### src/rtl/p2s_pkg.sv
// Shared types and helpers for the parallel-to-serial frame serializer.
package p2s_pkg;

  typedef enum logic [1:0] {
    S_IDLE  = 2'd0,
    S_SHIFT = 2'd1,
    S_GAP   = 2'd2
  } state_t;

  // Counter width able to hold values 0..n-1, never narrower than one bit.
  function automatic int cnt_w(input int n);
    return (n <= 2) ? 1 : $clog2(n);
  endfunction

endpackage

### src/rtl/p2s_bit_counter.sv
// Saturating up-counter with enable, synchronous clear and a terminal flag at LAST.
module p2s_bit_counter #(
  parameter int W    = 3,
  parameter int LAST = 7
) (
  input  logic         clk,
  input  logic         rst_n,
  input  logic         clr,
  input  logic         en,
  output logic [W-1:0] cnt,
  output logic         term
);

  assign term = (cnt == W'(LAST));

  always_ff @(posedge clk or negedge rst_n) begin
    if (!rst_n)
      cnt <= '0;
    else if (clr)
      cnt <= '0;
    else if (en && !term)
      cnt <= cnt + 1'b1;
  end

endmodule

### src/rtl/p2s_frame_serializer.sv
// Parallel-to-serial converter: takes a word over valid/ready and shifts it out
// one bit per shift_en strobe, with optional idle gap between words.
module p2s_frame_serializer
  import p2s_pkg::*;
#(
  parameter int WIDTH      = 8,
  parameter bit MSB_FIRST  = 1'b0,
  parameter bit IDLE_LEVEL = 1'b0,
  parameter int GAP        = 0
) (
  input  logic             sys_clk,
  input  logic             sys_rst_n,
  input  logic             flush,
  input  logic             shift_en,
  input  logic             load_valid,
  output logic             load_ready,
  input  logic [WIDTH-1:0] data_in,
  output logic             srial_data_out,
  output logic             frame_out,
  output logic             busy,
  output logic             done
);

  localparam int BW = cnt_w(WIDTH);
  localparam int GW = cnt_w(GAP + 1);

  state_t           state, state_nxt;
  logic [WIDTH-1:0] shreg, shreg_nxt;
  logic             out_nxt, frame_nxt, done_nxt;
  logic             accept;
  logic             bit_clr, bit_en, bit_term;
  logic             gap_clr, gap_en, gap_term;
  logic [BW-1:0]    bit_cnt;
  logic             cnt_unused;

  // The register always holds the bits not yet on the line; head() is the next one out.
  function automatic logic head(input logic [WIDTH-1:0] v);
    return MSB_FIRST ? v[WIDTH-1] : v[0];
  endfunction

  function automatic logic [WIDTH-1:0] advance(input logic [WIDTH-1:0] v);
    return MSB_FIRST ? {v[WIDTH-2:0], 1'b0} : {1'b0, v[WIDTH-1:1]};
  endfunction

  p2s_bit_counter #(
    .W    (BW),
    .LAST (WIDTH - 1)
  ) u_bit_cnt (
    .clk   (sys_clk),
    .rst_n (sys_rst_n),
    .clr   (bit_clr),
    .en    (bit_en),
    .cnt   (bit_cnt),
    .term  (bit_term)
  );

  assign cnt_unused = ^bit_cnt;

  generate
    if (GAP > 0) begin : g_gap
      logic [GW-1:0] gap_cnt;
      logic          gap_cnt_unused;

      p2s_bit_counter #(
        .W    (GW),
        .LAST (GAP - 1)
      ) u_gap_cnt (
        .clk   (sys_clk),
        .rst_n (sys_rst_n),
        .clr   (gap_clr),
        .en    (gap_en),
        .cnt   (gap_cnt),
        .term  (gap_term)
      );

      assign gap_cnt_unused = ^gap_cnt;
    end else begin : g_no_gap
      logic ctl_unused;
      assign gap_term   = 1'b1;
      assign ctl_unused = gap_clr ^ gap_en;
    end
  endgenerate

  always_ff @(posedge sys_clk or negedge sys_rst_n) begin
    if (!sys_rst_n)
      state <= S_IDLE;
    else
      state <= state_nxt;
  end

  always_comb begin
    state_nxt = state;
    shreg_nxt = shreg;
    out_nxt   = srial_data_out;
    frame_nxt = frame_out;
    done_nxt  = 1'b0;
    bit_clr   = 1'b0;
    bit_en    = 1'b0;
    gap_clr   = 1'b0;
    gap_en    = 1'b0;

    // Back-to-back reload is only offered on the strobe that retires the last bit.
    load_ready = !flush && (state == S_IDLE ||
                 (state == S_SHIFT && bit_term && shift_en && GAP == 0));
    accept     = load_valid && load_ready;

    if (flush) begin
      state_nxt = S_IDLE;
      shreg_nxt = '0;
      out_nxt   = IDLE_LEVEL;
      frame_nxt = 1'b0;
      bit_clr   = 1'b1;
      gap_clr   = 1'b1;
    end else if (accept) begin
      state_nxt = S_SHIFT;
      shreg_nxt = advance(data_in);
      out_nxt   = head(data_in);
      frame_nxt = 1'b1;
      bit_clr   = 1'b1;
      done_nxt  = (state == S_SHIFT);
    end else begin
      case (state)
        S_IDLE: ;
        S_SHIFT: begin
          if (shift_en) begin
            if (!bit_term) begin
              shreg_nxt = advance(shreg);
              out_nxt   = head(shreg);
              bit_en    = 1'b1;
            end else begin
              done_nxt  = 1'b1;
              out_nxt   = IDLE_LEVEL;
              frame_nxt = 1'b0;
              if (GAP > 0) begin
                state_nxt = S_GAP;
                gap_clr   = 1'b1;
              end else begin
                state_nxt = S_IDLE;
              end
            end
          end
        end
        S_GAP: begin
          if (shift_en) begin
            gap_en = 1'b1;
            if (gap_term)
              state_nxt = S_IDLE;
          end
        end
        default: state_nxt = S_IDLE;
      endcase
    end
  end

  always_ff @(posedge sys_clk or negedge sys_rst_n) begin
    if (!sys_rst_n) begin
      shreg          <= '0;
      srial_data_out <= IDLE_LEVEL;
      frame_out      <= 1'b0;
      done           <= 1'b0;
    end else begin
      shreg          <= shreg_nxt;
      srial_data_out <= out_nxt;
      frame_out      <= frame_nxt;
      done           <= done_nxt;
    end
  end

  assign busy = (state != S_IDLE);

endmodule

### config.mk
export PLATFORM = sky130hd
export DESIGN_NAME = p2s_frame_serializer
export DESIGN_NICKNAME = d
export VERILOG_FILES = /design/src/rtl/p2s_pkg.sv /design/src/rtl/p2s_bit_counter.sv /design/src/rtl/p2s_frame_serializer.sv
export SDC_FILE = /design/constraint.sdc
export NUM_CORES = 1
export LEC_CHECK = 0
export ABC_CLOCK_PERIOD_IN_PS = 1700
export CAP_MARGIN = 20
export CORE_ASPECT_RATIO = 0.7
export CORE_UTILIZATION = 25
export CTS_CLUSTER_SIZE = 14
export DETAILED_ROUTE_END_ITERATION = 10
export GPL_TIMING_DRIVEN = 0
export HOLD_SLACK_MARGIN = 0.15
export SLEW_MARGIN = 20
export SYNTH_ARGS = -nofsm -noshare
export SYNTH_HDL_FRONTEND = slang
export SYNTH_SLANG_ARGS = --single-unit
### constraint.sdc
create_clock -name sys_clk -period 1.7 [get_ports sys_clk]
set_input_delay 0.255 -clock sys_clk [delete_from_list [all_inputs] [get_ports sys_clk]]
set_output_delay 0.255 -clock sys_clk [all_outputs]
set_load 0.01 [all_outputs]
After elaboration in Yosys (flattened, before gate mapping)
Cells that the tools add are included.
{ "totals": {"regBits": 16, "latchBits": 0, "ramBits": 0, "rom_bits": 0, "in_bits": 13, "word_cells": 68, "mem_count": 0} }
{ "op_classes": {"n_addsub": 1, "multipliers": 0, "div_mod_pow": 0, "order_cmp": 0, "n_eq_ne": 8, "shifts": 0, "mux": 35, "n_bitwise": 0, "reduce_logical": 18} }
{ "op_table": {"columns": ["op", "count"], "rows": [
  ["8-bit 2-to-1 mux", 5],
  ["1-bit 2-to-1 mux", 22],
  ["4-bit inequality test, second input constant", 3],
  ["2-bit 2-to-1 mux", 5],
  ["3-bit nonzero test", 3],
  ["3-bit 2-to-1 mux", 2],
  ["3-bit inequality test, second input constant", 2],
  ["2-bit case mux with 3 select lines", 1],
  ["3-bit AND reduction", 2],
  ["1-bit logical AND", 5],
  ["4-bit AND reduction", 1],
  ["2-bit nonzero test", 2],
  ["3-bit by 1-bit adder with 3-bit output, second input constant", 1],
  ["3-bit == test, second input constant", 1],
  ["2-bit by 1-bit == test with 1-bit output, second input constant", 1],
  ["2-bit == test, second input constant", 1],
  ["1-bit logical NOT", 2],
  ["2-bit logical NOT", 1],
  ["2-bit AND reduction", 1],
  ["1-bit logical OR", 1]
]} }

Logic depth before layout (Yosys ltp)
{ "logic_depth": {"ltp_word": 11, "mapped_depth": 6} }

Modules after synthesis
A second synthesis with hierarchy kept.
{ "hier_totals": {"hier_cells": 80, "area_unflattened_um2": 795.8} }
{ "by_module_without_submodules": {"columns": ["mod", "instances", "cells_each", "area_each_um2", "seq_area_each_um2"], "rows": [
  ["p2s_frame_serializer", 1, 65, 611.8, 275.3],
  ["p2s_bit_counter", 1, 15, 183.9, 75.1]
]} }

Worst setup path before layout
No wires, ideal clock.
{ "synth_timing": {"path_type": "reg2reg", "start": "register u_bit_cnt.cnt[0]", "end": "register shreg[6]", "setup_ps": 120, "t_arrival_ps": 1338, "path_slack_ps": 242, "stages_incl_launch_ff": 6, "period_less_slack_ps": 1458, "cell_sequence": "dfrtp_1 > ha_1 > ha_1 > nand3b_1 > buf_6 > a41o_1"} }
{ "synth_via": {"elab_chain_cells": 8} }
{ "synth_rtl": {"columns": ["element", "line", "rtl"], "rows": [
  ["start: declaration", "p2s_bit_counter.sv:10", "output logic [W-1:0] cnt,"],
  ["start signal: assignment", "p2s_bit_counter.sv:22", "cnt <= cnt + 1'b1;"],
  ["3-bit == test *", "p2s_bit_counter.sv:14", "assign term = (cnt == W'(LAST));"],
  ["1-bit logical AND (2 in series)", "p2s_frame_serializer.sv:104", "(state == S_SHIFT && bit_term && shift_en && GAP == 0));"],
  ["1-bit logical OR", "p2s_frame_serializer.sv:103", "load_ready = !flush && (state == S_IDLE ||"],
  ["1-bit logical AND", "p2s_frame_serializer.sv:103", null],
  ["1-bit logical AND", "p2s_frame_serializer.sv:105", "accept = load_valid && load_ready;"],
  ["3-bit inequality test (no line) (tied with other cells)", null, null],
  ["3-bit AND reduction (no line) / 8-bit 2-to-1 mux (equally long branches)", null, null],
  ["end signal: assignment", "p2s_frame_serializer.sv:162", "shreg <= shreg_nxt;"],
  ["end: declaration", "p2s_frame_serializer.sv:28", "logic [WIDTH-1:0] shreg, shreg_nxt;"]
]} }
Every way passes the cells marked *; elsewhere a longest branch is shown, timed or not.
A chain may end at the register's enable or synchronous reset.

Worst setup path in the final report
{ "layout_timing": {"start": "register u_bit_cnt.cnt[0]", "end": "output load_ready"} }
{ "layout_via": {"elab_chain_cells": 5} }
{ "layout_rtl": {"columns": ["element", "line", "rtl"], "rows": [
  ["3-bit == test", "p2s_bit_counter.sv:14", null],
  ["1-bit logical AND (2 in series)", "p2s_frame_serializer.sv:104", null],
  ["1-bit logical OR", "p2s_frame_serializer.sv:103", null],
  ["1-bit logical AND", "p2s_frame_serializer.sv:103", null],
  ["end: declaration", "p2s_frame_serializer.sv:16", "output logic load_ready,"]
]} }
No other way between the ends.

==> flow_summary.yaml <==
placed_design:
  hpwl_um: 1104
  place_area_um2: 914.6
  port-buffer-count: 17
  place_congestion: 0.7014
clock_tree:
  worstSkewPairLatency_ps: 240
  tritoncts: "built"
  cts-root-buf: "clkbuf_8"
  clkTransAtPathRegs_ps: 60
  htree_levels: 1
  clockBufferDepth: 2
  cts_buffers: 3
  cts_sinks: 14
route:
  route.detailed.drc: 0
  drt_pass1_iterations: 4
  drt_iter0_drc: 20
  ant_nets: 0
  dr_total_vias: 555
  routed_wl_um: 1513
  vias_per_cell: 4.587
  wire_per_inst_um: 12.50
timing:
  whs_ps: 412.0
  finalCritPeriodShare_pct: 94.06
  clock_skew_ps: 1.561
  fin_crit_ps: 1599
  grt_setup_unrepaired: "no"
  timing.fmax_ghz: 0.6254
  relSlewSlack_pct: 57.21
  drv_slew: 0
  finalHoldViolations: 0
  worst_pin_slew_ps: 639.9
  finalSetupViolations: 0
  tns_ps: 0
global_route:
  antenna_found_initial: 0
  first_global_vias: 500
  grtUsageTotal_pct: 11.47
  grt_overflow: 0
  grt_max_degree: 15
  grt_pass1_wl_um: 2442
synth:
  synthAdderAreaFrac_pct: 3.565
  async_flop_share_pct: 100.0
  synth-main-ff-cell: "dfrtp_1"
  synth_fp_nets: 78
  synth_top_family_by_area: "compound AO/OA/AOI/OAI gates"
  syn_inst: 63
  synth_xor_area_share_pct: 1.248
  ys_ff_latch: 14
  synthDistinctLibCells: 23
  synth-edff-count: 0
  syn_area_per_cell_um2: 11.14
  synth-compound-area-share_pct: 18.36
  synth_area_um2: 701.9
  muxShareOfSynthArea_pct: 12.83
  ys_warn_count: 0
  yosysSeqAreaShare_pct: 49.91
  synth-simple-area-share_pct: 11.94
worst_setup_path:
  start_kind: "register"
  cp_max_fo: 6
  worstPathArrival_ps: 1340
  crit_type: "register to output pin"
  critPathRequiredTime_ps: 1440
  critPathCaptureType: "output pin"
  ff2ff_path_depth: 6
hold_path:
  holdCritPathClass: "primary input to async pin"
finish:
  antenna_cells: 0
  fin_util_pct: 39.31
  nNetsFinal: 104
  fillCellCount: 274
  syn2layout_area_growth_pct: 42.96
  fin_area_um2: 1003
  drive_gt1_share_pct: 16.09
die:
  initial_core_util_pct: 27.50
  die_area_um2: 3027
  core_area_um2: 2552
  fp-row-count: 15
  die_h_um: 46.33
  dieWidth_um: 65.33
  ioPinCount: 18
flow_run:
  maxCapViolCount: 0
power:
  p_per_area_nw_per_um2: 759.0
  vdd_drop_max_v: 0.0004700
  p_leak_uw: 0.0004788
outcome:
  outcome: "finished, final reports clean"
==> what timing repair did <==
item / 4_1_cts / 5_1_grt
pin swaps: 1 / 0
endpoints found under the setup margin: 1 / 1
buffers inserted: 2 / 2
hold buffers: 0 / 0
gates resized for setup: 7 / 1
==> layout by cell type, fill, tap and decap left out, drive strengths merged <==
cell	instances
nand2b	2
clkbuf	3
o31ai	2
o2bb2ai	4
dfrtp	14
and3	1
a21oi	3
nor2b	1
o21ai	3
a21boi	1
a41o	1
mux2i	9
nor2	10
nand3	2
ha	2
clkdlybuf4s50	16
inv	1
a21bo	1
a31oi	1
nand3b	1
xor2	1
buf	6
nand2	1
o21a	1
==> report_power, final <==
part           leakage [uW]  internal (uW)  switching, uW
Combinational      0.000269           71.8           57.4
Clock             0.0000216            157            111
Sequential         0.000188            352           12.5
==> metrics by stage <==
stage               power, uW  instances  setup WS (ps)
floorplan               426.6         63          241.7
global placement        490.1        114         -224.3
finish                  761.6        121          100.9
detailed placement      493.1        114         -236.8
CTS                     771.6        119        0.05185
global route            806.9        121          44.70
==> worst paths after layout <==
check                                             start                   end  slack [ps]
max in group asynchronous                     sys_rst_n  state[0]$_DFFE_PN0P_         880
min in group sys_clk               shreg[6]$_DFFE_PN0P_  shreg[6]$_DFFE_PN0P_         540
setup reg to reg           u_bit_cnt.cnt[0]$_DFFE_PN0P_  shreg[5]$_DFFE_PN0P_         210
setup / recovery           u_bit_cnt.cnt[0]$_DFFE_PN0P_            load_ready         100
hold reg to reg                    shreg[6]$_DFFE_PN0P_  shreg[6]$_DFFE_PN0P_         540
hold / removal                                sys_rst_n  shreg[5]$_DFFE_PN0P_         410
==> Yosys cell counts (2+ instances only) <==
| library cell | count | share of area [%] |
|---|---|---|
| nor2_1 | 10 | 5.3 |
| o21ai_0 | 2 | 1.4 |
| nand3_1 | 2 | 1.4 |
| a21oi_1 | 3 | 2.1 |
| o2bb2ai_1 | 4 | 5.0 |
| dfrtp_1 | 14 | 50 |
| nand2b_1 | 2 | 1.8 |
| o31ai_1 | 2 | 2.1 |
| ha_1 | 2 | 3.6 |
| mux2i_1 | 9 | 13 |
==> worst max-delay path, stage by stage (launching register included) <==
cell	delay [ps]
dfrtp_1	380
ha_2	200
ha_4	180
a21boi_4	150
nor2_1	40
buf_2	140
==> layout make-up <==
class / instances / area, um2 / area share (%)
multi-input combinational: 47 / 359.1 / 35.79
sequential: 14 / 350.3 / 34.91
buffer: 1 / 11.26 / 1.122
tap: 34 / 42.54 / 4.239
clock buffer: 3 / 41.29 / 4.115
timing repair buffer: 21 / 195.2 / 19.45
inverter: 1 / 3.754 / 0.3741
==> sequential cells by signal (all words and copies together), names as in the netlist <==
name            flops
shreg               7
srial_data_out      1
state               1
u_bit_cnt.cnt       3
done                1
frame_out           1
==> per-layer routing <==
metal | track usage (%) | vias up | share of wire [%]
met3 | 4.950 | 2 | 4.4
li1 | - | 278 | -
met2 | 17.11 | 10 | 44
met5 | 0 | - | 0
met1 | 14.46 | 265 | 51
met4 | 5.217 | 0 | 0.53
==> kinds of logic after synthesis <==
kind of cell | Yosys count
AND/OR/NAND/NOR | 18
AO/OA/AOI/OAI | 17
flip-flops | 14
multiplexers | 9
buffers and inverters | 2
adder cells (fa/ha/maj) | 2
XOR/XNOR | 1
Power figures use the tool's default switching activity.
